==> config.mk <==
export PLATFORM = sky130hd
export DESIGN_NAME = seg_scan_decoder
export DESIGN_NICKNAME = d
export VERILOG_FILES = /design/src/rtl/seg_pkg.sv /design/src/rtl/seg_pattern_decode.sv /design/src/rtl/seg_scan_decoder.sv
export SDC_FILE = /design/constraint.sdc
export NUM_CORES = 1
export LEC_CHECK = 0
export BUFFER_PORTS_ARGS = -buffer_cell sky130_fd_sc_hd__buf_2
export CAP_MARGIN = 40
export CORE_MARGIN = 2
export CORE_UTILIZATION = 35
export DETAILED_ROUTE_END_ITERATION = 7
export HOLD_SLACK_MARGIN = 0.1
export RECOVER_POWER = 25
export REMOVE_ABC_BUFFERS = 1
export SLEW_MARGIN = 20
export SYNTH_ARGS = -nofsm -noshare
export SYNTH_HDL_FRONTEND = slang
export SYNTH_SLANG_ARGS = --single-unit
==> constraint.sdc <==
create_clock -name clk -period 2.5 [get_ports clk]
set_input_delay 0.5 -clock clk [delete_from_list [all_inputs] [get_ports clk]]
set_output_delay 0.5 -clock clk [all_outputs]
set_load 0.01 [all_outputs]
==> src/rtl/seg_pkg.sv <==
// seg_pkg: shared definitions for the seven-segment scan decoder.
//   - SEG_0..SEG_F : active-low segment patterns (seg_n, bit0=a .. bit6=g)
//   - SEG_BLANK    : all segments off
//   - dwell_state_e: dwell tracker FSM states
package seg_pkg;

    localparam logic [6:0] SEG_0     = 7'h40;
    localparam logic [6:0] SEG_1     = 7'h79;
    localparam logic [6:0] SEG_2     = 7'h24;
    localparam logic [6:0] SEG_3     = 7'h30;
    localparam logic [6:0] SEG_4     = 7'h19;
    localparam logic [6:0] SEG_5     = 7'h12;
    localparam logic [6:0] SEG_6     = 7'h02;
    localparam logic [6:0] SEG_7     = 7'h78;
    localparam logic [6:0] SEG_8     = 7'h00;
    localparam logic [6:0] SEG_9     = 7'h10;
    localparam logic [6:0] SEG_A     = 7'h08;
    localparam logic [6:0] SEG_B     = 7'h03;
    localparam logic [6:0] SEG_C     = 7'h46;
    localparam logic [6:0] SEG_D     = 7'h21;
    localparam logic [6:0] SEG_E     = 7'h06;
    localparam logic [6:0] SEG_F     = 7'h0E;
    localparam logic [6:0] SEG_BLANK = 7'h7F;

    typedef enum logic [1:0] {
        IDLE,
        SETTLE,
        LOCKED
    } dwell_state_e;

endpackage

==> src/rtl/seg_pattern_decode.sv <==
// seg_pattern_decode: combinational inverse of the hex-to-seven-segment map.
// Ports:
//   seg_n_i  [6:0] active-low segment pattern
//   valid_o        pattern is a hex digit or blank
//   blank_o        pattern is all segments off (nibble reported as 0)
//   nibble_o [3:0] decoded hex value
module seg_pattern_decode
    import seg_pkg::*;
(
    input  logic [6:0] seg_n_i,
    output logic       valid_o,
    output logic       blank_o,
    output logic [3:0] nibble_o
);

    always_comb begin
        valid_o  = 1'b1;
        blank_o  = 1'b0;
        nibble_o = 4'h0;
        case (seg_n_i)
            SEG_0:     nibble_o = 4'h0;
            SEG_1:     nibble_o = 4'h1;
            SEG_2:     nibble_o = 4'h2;
            SEG_3:     nibble_o = 4'h3;
            SEG_4:     nibble_o = 4'h4;
            SEG_5:     nibble_o = 4'h5;
            SEG_6:     nibble_o = 4'h6;
            SEG_7:     nibble_o = 4'h7;
            SEG_8:     nibble_o = 4'h8;
            SEG_9:     nibble_o = 4'h9;
            SEG_A:     nibble_o = 4'hA;
            SEG_B:     nibble_o = 4'hB;
            SEG_C:     nibble_o = 4'hC;
            SEG_D:     nibble_o = 4'hD;
            SEG_E:     nibble_o = 4'hE;
            SEG_F:     nibble_o = 4'hF;
            SEG_BLANK: blank_o  = 1'b1;
            default:   valid_o  = 1'b0;
        endcase
    end

endmodule

==> src/rtl/seg_scan_decoder.sv <==
// seg_scan_decoder: samples a multiplexed active-low seven-segment bus, accepts each
// digit dwell once it has been stable for STABLE_CYCLES synchronized cycles, decodes
// the pattern and assembles a DIGITS-wide hex word.
// Ports:
//   clk, rst_n          clock, asynchronous active-low reset
//   an_n  [DIGITS-1:0]  digit select, active-low, one-hot when a digit is driven
//   seg_n [6:0]         segments, active-low
//   value [4*DIGITS-1:0] assembled word, digit i at [4i+3:4i]
//   blank_mask          digits that were blank in the last frame
//   frame_done          one-cycle pulse when value/blank_mask update
//   err                 one-cycle pulse on an accepted undecodable dwell
// Optional feature macro SEG_SCAN_DP_EN adds dp_n input and dp_mask output
// (decimal points, 1 = lit), latched together with value.
module seg_scan_decoder
    import seg_pkg::*;
#(
    parameter int unsigned DIGITS        = 8,
    parameter int unsigned STABLE_CYCLES = 4
) (
    input  logic                  clk,
    input  logic                  rst_n,
    input  logic [DIGITS-1:0]     an_n,
    input  logic [6:0]            seg_n,
    output logic [4*DIGITS-1:0]   value,
    output logic [DIGITS-1:0]     blank_mask,
    output logic                  frame_done,
    output logic                  err
`ifdef SEG_SCAN_DP_EN
    ,
    input  logic                  dp_n,
    output logic [DIGITS-1:0]     dp_mask
`endif
);

`ifdef SEG_SCAN_DP_EN
    localparam int unsigned PW = DIGITS + 8;
`else
    localparam int unsigned PW = DIGITS + 7;
`endif
    localparam logic [7:0] STABLE = 8'(STABLE_CYCLES);

    // Synchronizer and previous-cycle copy of the {dp, an, seg} pair.
    logic [PW-1:0] pair_raw;
    logic [PW-1:0] s1_q, s2_q, prev_q;

`ifdef SEG_SCAN_DP_EN
    assign pair_raw = {dp_n, an_n, seg_n};
`else
    assign pair_raw = {an_n, seg_n};
`endif

    always_ff @(posedge clk or negedge rst_n) begin
        if (!rst_n) begin
            s1_q   <= '1;
            s2_q   <= '1;
            prev_q <= '1;
        end else begin
            s1_q   <= pair_raw;
            s2_q   <= s1_q;
            prev_q <= s2_q;
        end
    end

    logic [DIGITS-1:0] sel;
    logic [6:0]        seg;
    logic              onehot;
    logic              changed;

    assign sel     = ~s2_q[DIGITS+6:7];
    assign seg     = s2_q[6:0];
    assign onehot  = (sel != '0) && ((sel & (sel - DIGITS'(1))) == '0);
    assign changed = (s2_q != prev_q);

    // Dwell tracker.
    dwell_state_e state_q, state_d;
    logic [7:0]   cnt_q, cnt_d;
    logic         commit;

    always_comb begin
        state_d = state_q;
        cnt_d   = cnt_q;
        commit  = 1'b0;
        if (!onehot) begin
            state_d = IDLE;
            cnt_d   = 8'd0;
        end else begin
            if (changed || state_q == IDLE) begin
                cnt_d = 8'd1;
            end else if (cnt_q < STABLE) begin
                cnt_d = cnt_q + 8'd1;
            end
            // A saturated LOCKED dwell must not commit again.
            commit = (cnt_d == STABLE) && (changed || state_q != LOCKED);
            if (commit || (state_q == LOCKED && !changed)) begin
                state_d = LOCKED;
            end else begin
                state_d = SETTLE;
            end
        end
    end

    always_ff @(posedge clk or negedge rst_n) begin
        if (!rst_n) begin
            state_q <= IDLE;
            cnt_q   <= 8'd0;
        end else begin
            state_q <= state_d;
            cnt_q   <= cnt_d;
        end
    end

    logic       dec_valid;
    logic       dec_blank;
    logic [3:0] dec_nibble;

    seg_pattern_decode u_decode (
        .seg_n_i  (seg),
        .valid_o  (dec_valid),
        .blank_o  (dec_blank),
        .nibble_o (dec_nibble)
    );

    // Frame assembly.
    logic [4*DIGITS-1:0] shadow_q, shadow_d;
    logic [DIGITS-1:0]   blank_sh_q, blank_sh_d;
    logic [DIGITS-1:0]   seen_q, seen_d;
    logic [4*DIGITS-1:0] value_q, value_d;
    logic [DIGITS-1:0]   blank_mask_q, blank_mask_d;
    logic                frame_done_q, frame_done_d;
    logic                err_q, err_d;
`ifdef SEG_SCAN_DP_EN
    logic [DIGITS-1:0]   dp_sh_q, dp_sh_d;
    logic [DIGITS-1:0]   dp_mask_q, dp_mask_d;
`endif

    always_comb begin
        shadow_d     = shadow_q;
        blank_sh_d   = blank_sh_q;
        seen_d       = seen_q;
        value_d      = value_q;
        blank_mask_d = blank_mask_q;
        frame_done_d = 1'b0;
        err_d        = 1'b0;
`ifdef SEG_SCAN_DP_EN
        dp_sh_d      = dp_sh_q;
        dp_mask_d    = dp_mask_q;
`endif
        if (commit) begin
            if (!dec_valid) begin
                // Undecodable: shadow untouched, digit stays unseen.
                err_d = 1'b1;
            end else begin
                for (int i = 0; i < int'(DIGITS); i++) begin
                    if (sel[i]) begin
                        shadow_d[4*i +: 4] = dec_nibble;
                        blank_sh_d[i]      = dec_blank;
                        seen_d[i]          = 1'b1;
`ifdef SEG_SCAN_DP_EN
                        dp_sh_d[i]         = ~s2_q[DIGITS+7];
`endif
                    end
                end
                if (&seen_d) begin
                    value_d      = shadow_d;
                    blank_mask_d = blank_sh_d;
                    frame_done_d = 1'b1;
                    seen_d       = '0;
`ifdef SEG_SCAN_DP_EN
                    dp_mask_d    = dp_sh_d;
`endif
                end
            end
        end
    end

    always_ff @(posedge clk or negedge rst_n) begin
        if (!rst_n) begin
            shadow_q     <= '0;
            blank_sh_q   <= '0;
            seen_q       <= '0;
            value_q      <= '0;
            blank_mask_q <= '0;
            frame_done_q <= 1'b0;
            err_q        <= 1'b0;
`ifdef SEG_SCAN_DP_EN
            dp_sh_q      <= '0;
            dp_mask_q    <= '0;
`endif
        end else begin
            shadow_q     <= shadow_d;
            blank_sh_q   <= blank_sh_d;
            seen_q       <= seen_d;
            value_q      <= value_d;
            blank_mask_q <= blank_mask_d;
            frame_done_q <= frame_done_d;
            err_q        <= err_d;
`ifdef SEG_SCAN_DP_EN
            dp_sh_q      <= dp_sh_d;
            dp_mask_q    <= dp_mask_d;
`endif
        end
    end

    assign value      = value_q;
    assign blank_mask = blank_mask_q;
    assign frame_done = frame_done_q;
    assign err        = err_q;
`ifdef SEG_SCAN_DP_EN
    assign dp_mask    = dp_mask_q;
`endif

endmodule
## Word level (Yosys, flattened, before mapping)

Index checks and enable logic that the tools add are counted.

- Flip-flop bits (word level): 145
- Input port bits: 17
- Output and inout bits: 42
- Word-level logic and storage cells: 108

- Magnitude comparators: 1
- Equal/unequal tests: 20
- Multiplexer cells: 56
- Reductions and logical operators: 15
- Bitwise operators: 2
- Add/subtract/negate cells: 2

Operators with widths:

| cell | count |
|---|---|
| case mux 4 bit (15 select lines) | 1 |
| 2-to-1 mux 1 bit | 40 |
| 2-to-1 mux 8 bit | 5 |
| == test 7 bit (second input constant) | 5 |
| 2-to-1 mux 4 bit | 8 |
| == test 7 x 5 -> 1 bit (second input constant) | 3 |
| == test 7 x 6 -> 1 bit (second input constant) | 3 |
| OR reduction 17 bit | 1 |
| != test 15 bit | 1 |
| == test 7 x 2 -> 1 bit (second input constant) | 2 |
| == test 7 x 4 -> 1 bit (second input constant) | 2 |
| AND reduction 10 bit | 1 |
| adder 8 x 1 -> 8 bit (second input constant) | 1 |
| bitwise AND 8 bit | 1 |
| == test 8 x 3 -> 1 bit (second input constant) | 1 |
| logical NOT 8 bit | 1 |
| less-than comparator 8 x 3 -> 1 bit (second input constant) | 1 |
| inverter 8 bit | 1 |
| AND reduction 8 bit | 1 |
| nonzero test 8 bit | 1 |
| subtractor 8 x 1 -> 8 bit (second input constant) | 1 |
| == test 7 x 3 -> 1 bit (second input constant) | 1 |
| logical NOT 7 bit | 1 |
| 2-to-1 mux 2 bit | 2 |
| other kinds (7) | 11 |

## Longest topological paths before layout

Gate-level depths: netlist (run 1).

- Word-level depth: 14
- Mapped depth: 10
- Gate-level depth less buffers: 7

## By module

Synthesis (run 1) repeated with hierarchy kept, for this count alone.

- Cells, all modules: 435
- Area, all modules: 6358.6 sq um

Modules (own cells, without submodules):

| module | cells an instance | seq. area each (sq um) | area an instance (sq um) | instances |
|---|---|---|---|---|
| seg_scan_decoder | 377 | 3684.8 | 5952.0 | 1 |
| seg_pattern_decode | 58 | 0.0 | 406.6 | 1 |

## Worst setup path after synthesis (run 1)

Ideal clock, no wire load.

- Path type: reg-to-reg
- Start point: register s2_q[10]
- End point: register value_q[22], in the netlist value[22]
- Data required time: 2.373 ns
- Buffers on the path: 2
- Path slack: -0.098 ns
- Arrival time: 2.471 ns
- Period minus slack after synthesis: 2.598 ns
- Stages on the path, launching flop included: 9
- Cells stage by stage: dfstp_2 and3_1 and3_1 mux2_2 a22o_1 nor4_4 buf_4 buf_4 mux2_1

- Word-level cells in the longest chain between the ends: 8

RTL lines:

| what | line | text |
|---|---|---|
| start, declared | seg_scan_decoder.sv:44 | `logic [PW-1:0] s1_q, s2_q, prev_q;` |
| start signal, assigned | seg_scan_decoder.sv:59 | `s2_q <= s1_q;` |
| branches (longest 7 deep; another with subtractor 8 x 1 -> 8 bit) | - |  |
| AND reduction 10 bit (no line) (*) | - |  |
| end signal, assigned | seg_scan_decoder.sv:193 | `value_q <= value_d;` |
| end, declared | seg_scan_decoder.sv:127 | `logic [4*DIGITS-1:0] value_q, value_d;` |

Every way passes the cells marked *. The select of a mux whose other input is x is not followed.
A chain may end at the register's enable or synchronous reset.

## Final worst setup path (run 1)

- Start point: register s2_q[9]
- End point: register blank_mask_q[7], in the netlist blank_mask[7]

- Word-level cells in the longest chain between the ends: 8

RTL lines:

| what | line | text |
|---|---|---|
| branches (longest 7 deep; another with subtractor 8 x 1 -> 8 bit) | - |  |
| AND reduction 10 bit (no line) (*) | - |  |
| end signal, assigned | seg_scan_decoder.sv:194 | `blank_mask_q <= blank_mask_d;` |
| end, declared | seg_scan_decoder.sv:128 | `logic [DIGITS-1:0] blank_mask_q, blank_mask_d;` |

Marked as above.

==> impl_results.html, run 1 <==
<table>
<tr><th>Metric</th><th>Value</th></tr>
<tr><th colspan="2">Status</th></tr>
<tr><td>Run status</td><td>finished, violations left</td></tr>
<tr><td>Violated checks</td><td>negative setup slack</td></tr>
<tr><th colspan="2">Clock network</th></tr>
<tr><td>Clock network latency to the later pin of the worst-skew pair</td><td>0.43 ns</td></tr>
<tr><td>H-tree lvl count</td><td>4</td></tr>
<tr><td>TritonCTS Sinks</td><td>145</td></tr>
<tr><td>Deepest clock path buffer count</td><td>2</td></tr>
<tr><td>Clock-pin transition on the worst setup and hold timing paths</td><td>0.06 ns</td></tr>
<tr><td>Buffer type at the clock tree root</td><td>clkbuf_16</td></tr>
<tr><td>Total clock buffers created by CTS</td><td>17</td></tr>
<tr><td>Clock tree from TritonCTS</td><td>done</td></tr>
<tr><th colspan="2">Yosys</th></tr>
<tr><td>Number of synthesized flops with an enable pin</td><td>0</td></tr>
<tr><td>Warning count from the yosys run</td><td>0</td></tr>
<tr><td>Cell types occupying the most area after synthesis</td><td>dfrtp_1 (41%), dfstp_2 (19%), mux2_2 (18%)</td></tr>
<tr><td>Count of unique library cells instantiated by Yosys</td><td>52</td></tr>
<tr><td>Count leader, synth</td><td>dfrtp_1</td></tr>
<tr><td>Most instantiated cells after synthesis</td><td>dfrtp_1 (100), mux2_2 (98), dfstp_2 (45)</td></tr>
<tr><td>Async set or reset register ratio after synthesis</td><td>100%</td></tr>
<tr><td>Per-instance average area after synthesis</td><td>13.8 µm²</td></tr>
<tr><td>Cell count after synthesis</td><td>442</td></tr>
<tr><td>Count of state elements after synthesis</td><td>145</td></tr>
<tr><td>Synthesized cell area</td><td>0.00610 mm²</td></tr>
<tr><td>Post-synth top flop</td><td>dfrtp_1</td></tr>
<tr><td>Top-area cell type share of the netlist area</td><td>41.0%</td></tr>
<tr><td>Largest area contributor in the synthesized netlist</td><td>dfrtp_1</td></tr>
<tr><td>Seq/Total Area, Yosys</td><td>60.4%</td></tr>
<tr><th colspan="2">Critical path</th></tr>
<tr><td>Critical-path cell list</td><td>and3_4 -&gt; and3_4 -&gt; mux2_2 -&gt; a22o_4 -&gt; nor4_4 -&gt; buf_6 -&gt; buf_12 -&gt; mux2_4</td></tr>
<tr><td>Worst setup path category</td><td>flop to flop</td></tr>
<tr><td>Peak fanout along the critical path</td><td>9</td></tr>
<tr><td>Required time reported for the critical path endpoint</td><td>2.81 ns</td></tr>
<tr><td>Slowest-stage cell, CP</td><td>dfstp_2</td></tr>
<tr><td>Crit path depth</td><td>8</td></tr>
<tr><td>Worst r2r dst</td><td>blank_mask[7]</td></tr>
<tr><td>Arrival time worst endpoint</td><td>2.92 ns</td></tr>
<tr><td>Peak per-stage delay on the critical path</td><td>0.55 ns</td></tr>
<tr><td>Reg-to-reg startpoint</td><td>s2_q[9]</td></tr>
<tr><td>Critical Path Source Type</td><td>flop</td></tr>
<tr><td>Register-to-register setup slack</td><td>-0.10 ns</td></tr>
<tr><td>Largest delay contributor family on the critical path</td><td>simple AND/OR/NAND/NOR gates</td></tr>
<tr><td>Most Frequent Cell on Critical Path</td><td>and3_4</td></tr>
<tr><td>Worst Reg2Reg Path Length in Cells</td><td>8</td></tr>
<tr><td>Capturing element type of the critical path</td><td>flop</td></tr>
<tr><td>Number of buffer and inverter stages on the critical path</td><td>2</td></tr>
<tr><th colspan="2">STA</th></tr>
<tr><td>Fin Clk Skew</td><td>0.00752 ns</td></tr>
<tr><td>Max-slew violation count</td><td>0</td></tr>
<tr><td>Period utilisation layout</td><td>104%</td></tr>
<tr><td>Final setup viols</td><td>68</td></tr>
<tr><td>Setup WS post-layout</td><td>-0.104 ns</td></tr>
<tr><td>Final number of hold-violating endpoints</td><td>0</td></tr>
<tr><td>Transition at the pin with the smallest max-transition slack</td><td>0.563 ns</td></tr>
<tr><td>Hold_ws</td><td>0.161 ns</td></tr>
<tr><td>Worst rel slew slack</td><td>62.4%</td></tr>
<tr><td>Unrepaired setup endpoints after global routing</td><td>true</td></tr>
<tr><td>Upper clock frequency limit</td><td>0.384 GHz</td></tr>
<tr><td>Time the worst path needs with I/O delays and setup</td><td>2.60 ns</td></tr>
<tr><th colspan="2">Routing</th></tr>
<tr><td>Via count</td><td>4143</td></tr>
<tr><td>Post-route antenna net violation count</td><td>0</td></tr>
<tr><td>Starting DRT DRC Count</td><td>241</td></tr>
<tr><td>Wire per inst</td><td>18.8 µm</td></tr>
<tr><td>Initial DRT Pass Iterations</td><td>4</td></tr>
<tr><td>DRC Markers</td><td>0</td></tr>
<tr><td>Total routed wirelength</td><td>15400 µm</td></tr>
<tr><td>Vias per inst</td><td>5.07</td></tr>
<tr><th colspan="2">Final layout</th></tr>
<tr><td>Antenna Diode Count</td><td>0</td></tr>
<tr><td>Fill cells</td><td>1472</td></tr>
<tr><td>Register Area</td><td>0.00368 mm²</td></tr>
<tr><td>Net total in the final layout</td><td>597</td></tr>
<tr><td>Area growth from synthesis to layout</td><td>41.5%</td></tr>
<tr><td>Fraction of layout cells with a size suffix above 1</td><td>60.6%</td></tr>
<tr><td>Multi-input gate area</td><td>0.00277 mm²</td></tr>
<tr><td>Post-layout util</td><td>50.3%</td></tr>
<tr><th colspan="2">Power and ir drop</th></tr>
<tr><td>Maximum VDD drop</td><td>0.473 mV</td></tr>
<tr><td>Leakage power figure</td><td>4.08 nW</td></tr>
<tr><td>P per Cell Area</td><td>642 mW/mm²</td></tr>
<tr><td>Total power after layout</td><td>5.55 mW</td></tr>
<tr><th colspan="2">Die</th></tr>
<tr><td>Count of pins on the block boundary</td><td>59</td></tr>
<tr><td>Die ar.</td><td>0.0185 mm²</td></tr>
<tr><td>Chip height</td><td>136 µm</td></tr>
<tr><td>Core Footprint</td><td>0.0172 mm²</td></tr>
<tr><td>Die boundary width</td><td>136 µm</td></tr>
<tr><td>Initial standard-cell utilization of the core</td><td>35.5%</td></tr>
<tr><td>Number of rows created at floorplan</td><td>48</td></tr>
<tr><th colspan="2">GRT</th></tr>
<tr><td>Antenna violations before repair</td><td>0</td></tr>
<tr><td>Wire length of the first global-routing pass</td><td>23500 µm</td></tr>
<tr><td>Maximum number of pins on one net before global-route repair</td><td>42</td></tr>
<tr><td>Gr ovfl total</td><td>0</td></tr>
<tr><td>Via count of the first global-routing pass</td><td>4398</td></tr>
<tr><td>Overall track demand over capacity in global routing</td><td>16.6%</td></tr>
<tr><th colspan="2">Flow run</th></tr>
<tr><td>Number of max-cap violations</td><td>0</td></tr>
<tr><th colspan="2">Placement</th></tr>
<tr><td>Final RePlAce weighted congestion</td><td>0.929</td></tr>
<tr><td>DP Wirelength</td><td>8840 µm</td></tr>
<tr><td>Buffers on Ports</td><td>58</td></tr>
<tr><th colspan="2">Hold path</th></tr>
<tr><td>Worst hold path endpoint</td><td>s1_q[10]</td></tr>
<tr><td>Critical hold path startpoint</td><td>an_n[3]</td></tr>
<tr><td>Cell depth of the worst hold path</td><td>1</td></tr>
<tr><td>Type of the worst min-delay path</td><td>primary input to flop</td></tr>
</table>
## cell type report
cell class | instances | area share [%]
sequential | 145 | 42.7
clock buffer | 21 | 5.33
inverter | 10 | 0.435
multi-input combinational | 264 | 32.1
timing repair buffer | 141 | 14.1
tap | 225 | 3.26
clock inverter | 11 | 2.14
## flip-flops by register name (all words and copies together) (netlist names)
name	cells
frame_done	1
value	32
prev_q	15
seen_q	8
s1_q	15
blank_sh_q	8
shadow_q	32
err	1
cnt_q	8
blank_mask	8
s2_q	15
state_q	2
## cell families (layout without fill, tap and decap cells)
logic type | after synthesis | count (layout) | share of synthesized area [%]
buffers and inverters | 33 | 183 | 2.56
xor gates and xnor gates | 17 | 17 | 2.44
and+or+nand+nor | 84 | 84 | 8.12
AOI/OAI and AO/OA | 48 | 48 | 5.31
muxes | 114 | 114 | 21.0
adders and majority gates | 1 | 1 | 0.205
DFF | 145 | 145 | 60.4
## repair_timing
item | in CTS | in global routing
hold buffers | 1 | 0
gates resized for setup | 53 | 89
setup endpoints to repair | 80 | 83
endpoints found under the hold margin | 30 | 0
pin swaps | 13 | 8
gates cloned | 2 | 8
buffers inserted | 18 | 10
## how the worst max path moves through the flow
stage               startpoint             to
finish                 s2_q[9]  blank_mask[7]
global route           s2_q[4]      value[25]
CTS                    s2_q[0]      value[23]
detailed placement    cnt_q[0]   shadow_q[29]
global placement       s2_q[5]   shadow_q[23]
floorplan              s2_q[9]  blank_sh_q[0]
## per-layer routing
| metal | vias up | GRT usage [%] | part of all wire, % |
|---|---|---|---|
| met1 | 2150 | 21.0 | 43 |
| met2 | 104 | 26.9 | 49 |
| met4 | 0 | 6.94 | 2.1 |
| met5 | - | 0 | 0 |
| met3 | 29 | 4.59 | 5.1 |
| li1 | 1860 | - | - |
## report_power, final
part | internal, mW | leakage (nW) | switching, mW
Sequential | 2.42 | 1.87 | 0.0331
Clock | 1.81 | 0.313 | 0.970
Combinational | 0.143 | 1.90 | 0.170
Total | 4.37 | 4.08 | 1.17
## layout by cell type (no fill, tap or decap), types with 3 or more instances in the layout
cell type    n
xnor2_1     14
bufinv_16    5
clkbuf_16   23
a41oi_1      5
o21ai_0     14
buf_2       58
and3_1       7
mux2_2      33
inv_1        8
clkinv_2     4
a21oi_1      7
o22ai_1      3
buf_4       47
nand4_1      3
and2_1       3
nand3_1      5
nand3b_1     3
dfrtp_1    100
nor3_1       5
buf_6       19
buf_12       8
mux2_4      80
nor2b_1      3
xnor2_2      3
nor2_1      10
dfstp_2     44
nand2_1     15
## metrics by stage
step | setup TNS [ns] | area, µm² | cells | setup WS (ns)
global placement | -12.23 | 6980 | 749 | -0.184
CTS | -1.76 | 8070 | 802 | -0.0680
finish | -3.88 | 8640 | 817 | -0.104
global route | -8.77 | 8640 | 817 | -0.164
detailed placement | -16.29 | 6980 | 749 | -0.243
floorplan | -153.60 | 5990 | 419 | -2.45
No activity file was read; power rests on OpenSTA's default activity.
==> run 2, diff against run 1 <==
--- a/config.mk
+++ b/config.mk
@@ -5,6 +5,7 @@
 export SDC_FILE = /design/constraint.sdc
 export NUM_CORES = 1
 export LEC_CHECK = 0
+export ABC_AREA = 1
 export BUFFER_PORTS_ARGS = -buffer_cell sky130_fd_sc_hd__buf_2
 export CAP_MARGIN = 40
 export CORE_MARGIN = 2
==> impl_results.html, run 2 <==
<table>
<tr><th>Metric</th><th>Value</th></tr>
<tr><th colspan="2">Status</th></tr>
<tr><td>Run status</td><td>complete, no violations</td></tr>
<tr><th colspan="2">STA</th></tr>
<tr><td>Fin Clk Skew</td><td>0.00811 ns (+0.000584 ns)</td></tr>
<tr><td>Upper clock frequency limit</td><td>0.445 GHz (+16%)</td></tr>
<tr><td>Worst rel slew slack</td><td>1.60% (-61 points)</td></tr>
<tr><td>Final number of hold-violating endpoints</td><td>0 (unchanged)</td></tr>
<tr><td>Max-slew violation count</td><td>0 (unchanged)</td></tr>
<tr><td>Transition at the pin with the smallest max-transition slack</td><td>1.48 ns (+0.913 ns)</td></tr>
<tr><td>Period utilisation layout</td><td>89.9% (-14 points)</td></tr>
<tr><td>Unrepaired setup endpoints after global routing</td><td>true</td></tr>
<tr><td>Setup WS post-layout</td><td>0.253 ns (+0.357 ns)</td></tr>
<tr><td>Final setup viols</td><td>0 (-100%)</td></tr>
<tr><td>Time the worst path needs with I/O delays and setup</td><td>2.25 ns (-0.357 ns)</td></tr>
<tr><th colspan="2">Clock network</th></tr>
<tr><td>Clock network latency to the later pin of the worst-skew pair</td><td>0.42 ns (about the same)</td></tr>
<tr><td>Total clock buffers created by CTS</td><td>17 (unchanged)</td></tr>
<tr><td>Deepest clock path buffer count</td><td>2 (unchanged)</td></tr>
<tr><td>Number of post-CTS setup repair buffers</td><td>0 (-18)</td></tr>
<tr><td>Clock-pin transition on the worst setup and hold timing paths</td><td>0.05 ns (about the same)</td></tr>
<tr><td>Buffer type at the clock tree root</td><td>clkbuf_16</td></tr>
<tr><td>CTS resizes</td><td>0 (-100%)</td></tr>
<tr><td>TritonCTS Sinks</td><td>145 (unchanged)</td></tr>
<tr><td>Clock tree from TritonCTS</td><td>done</td></tr>
<tr><td>H-tree lvl count</td><td>4 (unchanged)</td></tr>
<tr><th colspan="2">Final layout</th></tr>
<tr><td>Highest-count cells in the layout ignoring fill and taps</td><td>nand2_1 (201), inv_1 (107), dfrtp_1 (100)</td></tr>
<tr><td>Antenna Diode Count</td><td>0 (unchanged)</td></tr>
<tr><td>Fill cells</td><td>1789 (+22%)</td></tr>
<tr><td>Post-route insts no fill</td><td>1061 (+30%)</td></tr>
<tr><td>Area of all placed cells without fillers</td><td>0.00770 mm² (-11%)</td></tr>
<tr><td>Most common cell after layout, fill and taps aside</td><td>nand2_1</td></tr>
<tr><td>Net total in the final layout</td><td>837 (+40%)</td></tr>
<tr><td>Fraction of layout cells with a size suffix above 1</td><td>20.6% (-40 points)</td></tr>
<tr><td>Multi-input gate area</td><td>0.00216 mm² (-22%)</td></tr>
<tr><td>Area growth from synthesis to layout</td><td>19.4%</td></tr>
<tr><td>Register Area</td><td>0.00368 mm² (unchanged)</td></tr>
<tr><th colspan="2">Yosys</th></tr>
<tr><td>Compound-Gate Fraction of Synth Area</td><td>8.19% (+2.9 points)</td></tr>
<tr><td>Count of unique library cells instantiated by Yosys</td><td>32 (-38%)</td></tr>
<tr><td>Count leader, synth</td><td>nand2_1</td></tr>
<tr><td>Share of synthesized area spent on multiplexers</td><td>1.24% (-20 points)</td></tr>
<tr><td>Simple-gate portion of the synthesized area</td><td>23.5% (+15 points)</td></tr>
<tr><td>Post-synth top flop</td><td>dfrtp_1</td></tr>
<tr><td>Per-instance average area after synthesis</td><td>8.57 µm² (-38%)</td></tr>
<tr><td>Cell types occupying the most area after synthesis</td><td>dfrtp_1 (39%), dfstp_2 (18%), nand2_1 (12%)</td></tr>
<tr><td>Top-area cell type share of the netlist area</td><td>38.8% (-2.2 points)</td></tr>
<tr><td>Warning count from the yosys run</td><td>0 (unchanged)</td></tr>
<tr><td>Most instantiated cells after synthesis</td><td>nand2_1 (201), inv_1 (107), dfrtp_1 (100)</td></tr>
<tr><td>Cell count after synthesis</td><td>752 (+70%)</td></tr>
<tr><td>Async set or reset register ratio after synthesis</td><td>100% (unchanged)</td></tr>
<tr><td>Combinational family with the most area after synthesis</td><td>simple AND/OR/NAND/NOR gates</td></tr>
<tr><td>Count of state elements after synthesis</td><td>145 (unchanged)</td></tr>
<tr><td>Post-synthesis adder-cell area fraction</td><td>0.194% (-0.011 points)</td></tr>
<tr><td>Synthesized cell area</td><td>0.00645 mm² (+5.6%)</td></tr>
<tr><td>Largest area contributor in the synthesized netlist</td><td>dfrtp_1</td></tr>
<tr><td>Seq/Total Area, Yosys</td><td>57.2% (-3.2 points)</td></tr>
<tr><td>Number of synthesized flops with an enable pin</td><td>0 (unchanged)</td></tr>
<tr><td>Xor and xnor area share after synthesis</td><td>0.136% (-2.3 points)</td></tr>
<tr><th colspan="2">Power and ir drop</th></tr>
<tr><td>Total power after layout</td><td>5.20 mW (-6.3%)</td></tr>
<tr><td>Maximum VDD drop</td><td>0.473 mV (+0.12%)</td></tr>
<tr><td>Leakage power figure</td><td>4.04 nW (-1.0%)</td></tr>
<tr><td>P per Cell Area</td><td>675 mW/mm² (+5.1%)</td></tr>
<tr><th colspan="2">Placement</th></tr>
<tr><td>Count of placed standard cells including taps</td><td>1028 (+37%)</td></tr>
<tr><td>Buffers on Ports</td><td>58 (unchanged)</td></tr>
<tr><td>Total cell area at the placement stage</td><td>0.00711 mm² (+1.8%)</td></tr>
<tr><td>Pre-CTS worst setup slack</td><td>0.242 ns (+0.485 ns)</td></tr>
<tr><td>DP Wirelength</td><td>8900 µm (+0.70%)</td></tr>
<tr><td>Final RePlAce weighted congestion</td><td>0.873 (-6.0%)</td></tr>
<tr><th colspan="2">Die</th></tr>
<tr><td>Core Footprint</td><td>0.0180 mm² (+4.9%)</td></tr>
<tr><td>Number of rows created at floorplan</td><td>49 (+2.1%)</td></tr>
<tr><td>Count of pins on the block boundary</td><td>59 (unchanged)</td></tr>
<tr><td>Chip height</td><td>140 µm (+2.7%)</td></tr>
<tr><td>Die ar.</td><td>0.0195 mm² (+5.4%)</td></tr>
<tr><td>Die boundary width</td><td>140 µm (+2.7%)</td></tr>
<tr><td>Initial standard-cell utilization of the core</td><td>35.8% (+0.22 points)</td></tr>
<tr><th colspan="2">Critical path</th></tr>
<tr><td>Worst Reg2Reg Path Length in Cells</td><td>10 (+2)</td></tr>
<tr><td>Critical Path Source Type</td><td>flop</td></tr>
<tr><td>Required time reported for the critical path endpoint</td><td>2.78 ns (-0.03 ns)</td></tr>
<tr><td>Arrival time worst endpoint</td><td>2.53 ns (-0.39 ns)</td></tr>
<tr><td>Worst setup path category</td><td>flop to flop</td></tr>
<tr><td>Start point of the critical path</td><td>s2_q[11]</td></tr>
<tr><td>Peak fanout along the critical path</td><td>13 (+4)</td></tr>
<tr><td>Reg-to-reg startpoint</td><td>s2_q[11]</td></tr>
<tr><td>Capturing element type of the critical path</td><td>flop</td></tr>
<tr><th colspan="2">Routing</th></tr>
<tr><td>Via count</td><td>4866 (+17%)</td></tr>
<tr><td>Starting DRT DRC Count</td><td>368 (+53%)</td></tr>
<tr><td>DRC Markers</td><td>0 (unchanged)</td></tr>
<tr><td>Total routed wirelength</td><td>13600 µm (-12%)</td></tr>
<tr><td>Post-route antenna net violation count</td><td>0 (unchanged)</td></tr>
<tr><td>Vias per inst</td><td>4.59 (-9.6%)</td></tr>
<tr><td>Wire per inst</td><td>12.8 µm (-32%)</td></tr>
<tr><td>Initial DRT Pass Iterations</td><td>6 (+2)</td></tr>
<tr><th colspan="2">GRT</th></tr>
<tr><td>Overall track demand over capacity in global routing</td><td>14.9% (-1.7 points)</td></tr>
<tr><td>Antenna violations before repair</td><td>0 (unchanged)</td></tr>
<tr><td>Via count of the first global-routing pass</td><td>4821 (+9.6%)</td></tr>
<tr><td>Wire length of the first global-routing pass</td><td>23300 µm (-0.94%)</td></tr>
<tr><td>Maximum number of pins on one net before global-route repair</td><td>62 (+48%)</td></tr>
<tr><td>Gr ovfl total</td><td>0 (unchanged)</td></tr>
<tr><th colspan="2">Hold path</th></tr>
<tr><td>Critical hold path startpoint</td><td>an_n[1]</td></tr>
<tr><td>Cell depth of the worst hold path</td><td>1 (unchanged)</td></tr>
<tr><td>Type of the worst min-delay path</td><td>primary input to flop</td></tr>
<tr><th colspan="2">Flow run</th></tr>
<tr><td>Number of max-cap violations</td><td>0 (unchanged)</td></tr>
</table>
-- run 2: path summary, 6_finish.rpt --
path                       slack, ns         to
setup / recovery                0.25  seen_q[6]
hold / removal                  0.17    s1_q[8]
setup reg to reg                0.25  seen_q[6]
hold reg to reg                 0.35    s2_q[1]
max in group asynchronous       0.36  prev_q[8]
min in group asynchronous       1.11  value[29]
-- run 2: what timing repair did --
item	in CTS	in global routing
hold buffers	1	0
endpoints found under the setup margin	0	1
endpoints found under the hold margin	6	0
-- run 2: stage by stage --
step | TNS (ns) | hold slack (ns) | util (%)
6_report | 0 | 0.174 | 42.7
5_1_grt | -0.00378 | 0.148 | 42.7
4_1_cts | 0 | 0.153 | 42.7
3_5_place_dp | 0 | 0.347 | 39.4
3_3_place_gp | 0 | 0.346 | 39.4
2_1_floorplan | -65.40 | 0.204 | -
-- run 2: area by class of cell --
type,count,area share (%)
flip-flops and latches,145,47.9
multi-input cells,456,28.0
repair buffers,81,7.07
clock buffers,29,7.05
inverters,118,5.75
well taps,229,3.72
clock inverters,3,0.552
-- run 2: metal layers --
metal,track usage (%),share of wire (%),vias to the layer above
li1,-,-,2530
met1,19.7,49,2214
met2,23.5,45,108
met3,3.72,4.0,14
met4,6.00,1.4,0
met5,0,0,-
-- run 2: power breakdown --
group	switching, mW	internal [mW]
logic	0.170	0.0773
registers	0.0329	2.42
clock network	0.931	1.57
total	1.13	4.06
-- run 2: critical path, stage by stage (launching register included) --
cell and delay [ns]:
dfstp_1 0.60, inv_2 0.05, buf_4 0.18, o21ai_1 0.14
nand2_1 0.08, nor2_2 0.18, nand2_1 0.16, inv_1 0.09
nand4_2 0.18, nor2_2 0.35, a21oi_1 0.08
-- run 2: logic make-up (layout without fill, tap and decap cells) --
logic type / Yosys count / after routing
fa+ha+maj: 1 / 1
buf+inv: 151 / 231
simple gates: 343 / 343
xor+xnor: 1 / 1
mux: 8 / 8
flops: 145 / 145
compound gates: 103 / 103
==> run 3, diff against run 2 <==
--- a/config.mk
+++ b/config.mk
@@ -13,7 +13,6 @@
 export DETAILED_ROUTE_END_ITERATION = 7
 export HOLD_SLACK_MARGIN = 0.1
 export RECOVER_POWER = 25
-export REMOVE_ABC_BUFFERS = 1
 export SLEW_MARGIN = 20
 export SYNTH_ARGS = -nofsm -noshare
 export SYNTH_HDL_FRONTEND = slang
==> impl_results.html, run 3 (synthesis gave the netlist of run 2 again) <==
<table>
<tr><th>Metric</th><th>Value</th></tr>
<tr><th colspan="2">Placement</th></tr>
<tr><td>Total cell area at the placement stage</td><td>0.00713 mm² (+0.39%)</td></tr>
<tr><td>Final RePlAce weighted congestion</td><td>0.812 (-7.0%)</td></tr>
<tr><td>Buffers on Ports</td><td>58 (unchanged)</td></tr>
<tr><td>DP Wirelength</td><td>9780 µm (+9.9%)</td></tr>
<tr><th colspan="2">Critical path</th></tr>
<tr><td>Critical Path Source Type</td><td>flop</td></tr>
<tr><td>Arrival time worst endpoint</td><td>2.61 ns (+0.08 ns)</td></tr>
<tr><td>Capturing element type of the critical path</td><td>flop</td></tr>
<tr><td>Peak fanout along the critical path</td><td>49 (+36)</td></tr>
<tr><td>Worst r2r dst</td><td>value[20]</td></tr>
<tr><td>Required time reported for the critical path endpoint</td><td>2.82 ns (+0.04 ns)</td></tr>
<tr><td>Register-to-register setup slack</td><td>0.21 ns (-0.04 ns)</td></tr>
<tr><td>Reg-to-reg startpoint</td><td>s2_q[2]</td></tr>
<tr><td>Worst Reg2Reg Path Length in Cells</td><td>13 (+3)</td></tr>
<tr><td>Worst setup path category</td><td>flop to flop</td></tr>
<tr><th colspan="2">Die</th></tr>
<tr><td>Initial standard-cell utilization of the core</td><td>35.8% (unchanged)</td></tr>
<tr><td>Chip height</td><td>140 µm (unchanged)</td></tr>
<tr><td>Number of rows created at floorplan</td><td>49 (unchanged)</td></tr>
<tr><td>Die boundary width</td><td>140 µm (unchanged)</td></tr>
<tr><td>Core Footprint</td><td>0.0180 mm² (unchanged)</td></tr>
<tr><td>Die ar.</td><td>0.0195 mm² (unchanged)</td></tr>
<tr><td>Count of pins on the block boundary</td><td>59 (unchanged)</td></tr>
<tr><th colspan="2">Power and ir drop</th></tr>
<tr><td>P per Cell Area</td><td>674 mW/mm² (-0.14%)</td></tr>
<tr><td>Maximum VDD drop</td><td>0.453 mV (-4.4%)</td></tr>
<tr><td>Total power after layout</td><td>5.22 mW (+0.49%)</td></tr>
<tr><td>Leakage power figure</td><td>4.07 nW (+0.78%)</td></tr>
<tr><th colspan="2">STA</th></tr>
<tr><td>Final number of hold-violating endpoints</td><td>0 (unchanged)</td></tr>
<tr><td>Time the worst path needs with I/O delays and setup</td><td>2.29 ns (+0.0406 ns)</td></tr>
<tr><td>Transition at the pin with the smallest max-transition slack</td><td>1.56 ns (+0.0889 ns)</td></tr>
<tr><td>Period utilisation layout</td><td>91.5% (+1.6 points)</td></tr>
<tr><td>Setup TNS Final</td><td>0 ns (unchanged)</td></tr>
<tr><td>Worst rel slew slack</td><td>-4.33% (-5.9 points)</td></tr>
<tr><td>Hold_ws</td><td>0.166 ns (-0.00812 ns)</td></tr>
<tr><td>Max-slew violation count</td><td>57 (+57)</td></tr>
<tr><td>Final setup viols</td><td>0 (unchanged)</td></tr>
<tr><td>Unrepaired setup endpoints after global routing</td><td>false</td></tr>
<tr><td>Upper clock frequency limit</td><td>0.437 GHz (-1.8%)</td></tr>
<tr><td>Fin Clk Skew</td><td>0.00736 ns (-0.000746 ns)</td></tr>
<tr><th colspan="2">Clock network</th></tr>
<tr><td>Buffer type at the clock tree root</td><td>clkbuf_16</td></tr>
<tr><td>Clock tree from TritonCTS</td><td>done</td></tr>
<tr><td>Total clock buffers created by CTS</td><td>17 (unchanged)</td></tr>
<tr><td>Deepest clock path buffer count</td><td>2 (unchanged)</td></tr>
<tr><td>TritonCTS Sinks</td><td>145 (unchanged)</td></tr>
<tr><td>Clock network latency to the later pin of the worst-skew pair</td><td>0.43 ns (about the same)</td></tr>
<tr><td>H-tree lvl count</td><td>4 (unchanged)</td></tr>
<tr><td>Clock-pin transition on the worst setup and hold timing paths</td><td>0.06 ns (about the same)</td></tr>
<tr><th colspan="2">Routing</th></tr>
<tr><td>DRC Markers</td><td>0 (unchanged)</td></tr>
<tr><td>Total routed wirelength</td><td>14700 µm (+8.1%)</td></tr>
<tr><td>Vias per inst</td><td>4.66 (+1.6%)</td></tr>
<tr><td>Highest routing layer actually used</td><td>met4</td></tr>
<tr><td>Starting DRT DRC Count</td><td>413 (+12%)</td></tr>
<tr><td>Met3 routed wirelength</td><td>581 µm (+7.4%)</td></tr>
<tr><td>Post-route antenna net violation count</td><td>0 (unchanged)</td></tr>
<tr><td>Initial DRT Pass Iterations</td><td>5 (-1)</td></tr>
<tr><td>Met2 routed wirelength</td><td>6710 µm (+9.3%)</td></tr>
<tr><td>Wire length on met1</td><td>7220 µm (+7.3%)</td></tr>
<tr><td>Wire per inst</td><td>13.8 µm (+7.9%)</td></tr>
<tr><td>Via count</td><td>4955 (+1.8%)</td></tr>
<tr><th colspan="2">Final layout</th></tr>
<tr><td>Register Area</td><td>0.00368 mm² (unchanged)</td></tr>
<tr><td>Net total in the final layout</td><td>839 (+0.24%)</td></tr>
<tr><td>Fraction of layout cells with a size suffix above 1</td><td>21.2% (+0.67 points)</td></tr>
<tr><td>Highest-count cells in the layout ignoring fill and taps</td><td>nand2_1 (201), inv_1 (107), dfrtp_1 (100)</td></tr>
<tr><td>Most common cell after layout, fill and taps aside</td><td>nand2_1</td></tr>
<tr><td>Multi-input gate area</td><td>0.00218 mm² (+0.99%)</td></tr>
<tr><td>Fill cells</td><td>1812 (+1.3%)</td></tr>
<tr><td>Area of all placed cells without fillers</td><td>0.00775 mm² (+0.63%)</td></tr>
<tr><td>Area growth from synthesis to layout</td><td>20.2%</td></tr>
<tr><td>Antenna Diode Count</td><td>0 (unchanged)</td></tr>
<tr><th colspan="2">Status</th></tr>
<tr><td>Run status</td><td>finished, violations left</td></tr>
<tr><td>Violated checks</td><td>max-capacitance violations, max-slew violations</td></tr>
<tr><th colspan="2">GRT</th></tr>
<tr><td>Maximum number of pins on one net before global-route repair</td><td>59 (-4.8%)</td></tr>
<tr><td>Wire length of the first global-routing pass</td><td>24600 µm (+5.9%)</td></tr>
<tr><td>Via count of the first global-routing pass</td><td>4833 (+0.25%)</td></tr>
<tr><td>Gr ovfl total</td><td>0 (unchanged)</td></tr>
<tr><td>Antenna violations before repair</td><td>0 (unchanged)</td></tr>
<tr><td>Overall track demand over capacity in global routing</td><td>15.9% (+0.97 points)</td></tr>
<tr><th colspan="2">Yosys</th></tr>
<tr><td>Post-Synthesis Net Count</td><td>770</td></tr>
<tr><th colspan="2">Hold path</th></tr>
<tr><td>Cell depth of the worst hold path</td><td>1 (unchanged)</td></tr>
<tr><td>Critical hold path startpoint</td><td>an_n[1]</td></tr>
<tr><td>Worst hold path endpoint</td><td>s1_q[8]</td></tr>
<tr><td>Type of the worst min-delay path</td><td>primary input to flop</td></tr>
<tr><th colspan="2">Flow run</th></tr>
<tr><td>Number of max-cap violations</td><td>1 (+1)</td></tr>
</table>
run 3: cell types whose count changed in the layout (fill, tap and decap cells not counted), moves of 2 or more:
cell / change
buf_2: -2
dfstp_2: -3
clkbuf_1: -4
inv_4: +3
clkinv_4: +3
dfstp_1: +3
run 3: timing repair:
action,4_1_cts,5_1_grt
hold buffers,1,0
resized for setup,0,4
buffers inserted,0,0
endpoints found under the hold margin,47,0
setup endpoints to repair,0,50
run 3: how the worst max path moves through the flow:
stage	end	start	slack (ns)
finish	value[20]	s2_q[2]	0.21
global route	value[24]	s2_q[6]	0.01
CTS	shadow_q[20]	s2_q[7]	0.22
detailed placement	value[26]	s2_q[5]	0.24
global placement	shadow_q[11]	s2_q[8]	0.27
floorplan	blank_mask[7]	s2_q[5]	0.49
run 3: final cells by class:
cell class	count	area share [%]
clock buffers	22	6.39
multi-input cells	456	28.1
repair buffers	83	7.30
inverters	118	5.72
well taps	229	3.70
flip-flops and latches	145	47.6
clock inverters	10	1.24
run 3: report_power, final:
| group | total [mW] | internal [mW] | switching, mW | leakage [nW] |
|---|---|---|---|---|
| clock network | 2.52 | 1.51 | 1.00 | 0.293 |
| registers | 2.45 | 2.41 | 0.0349 | 1.87 |
| logic | 0.257 | 0.0805 | 0.176 | 1.91 |
run 3: worst max-delay path, stage by stage, from the launching register on:
cell and delay, ns:
dfstp_1 0.63, nor2_1 0.12, nand2_1 0.13, nor2_1 0.07
nand2_1 0.11, nand3_1 0.09, nor2_1 0.13, nand3_2 0.14
buf_12 0.22, nand3_2 0.11, buf_12 0.23, nand2_1 0.08
nand2_1 0.07, inv_1 0.04
run 3: through the flow:
stage / instances / setup WS [ns] / util (%)
2_1_floorplan: 752 / 0.492 / -
3_3_place_gp: 1030 / 0.271 / 39.6
3_5_place_dp: 1030 / 0.244 / 39.6
4_1_cts: 1063 / 0.216 / 42.9
5_1_grt: 1063 / 0.00950 / 43.0
6_report: 1063 / 0.213 / 43.0
run 3: metal layers:
layer / vias to the layer above / GRT usage [%]
li1: 2523 / -
met1: 2324 / 22.2
met2: 96 / 24.6
met3: 12 / 3.27
met4: 0 / 5.53
met5: - / 0
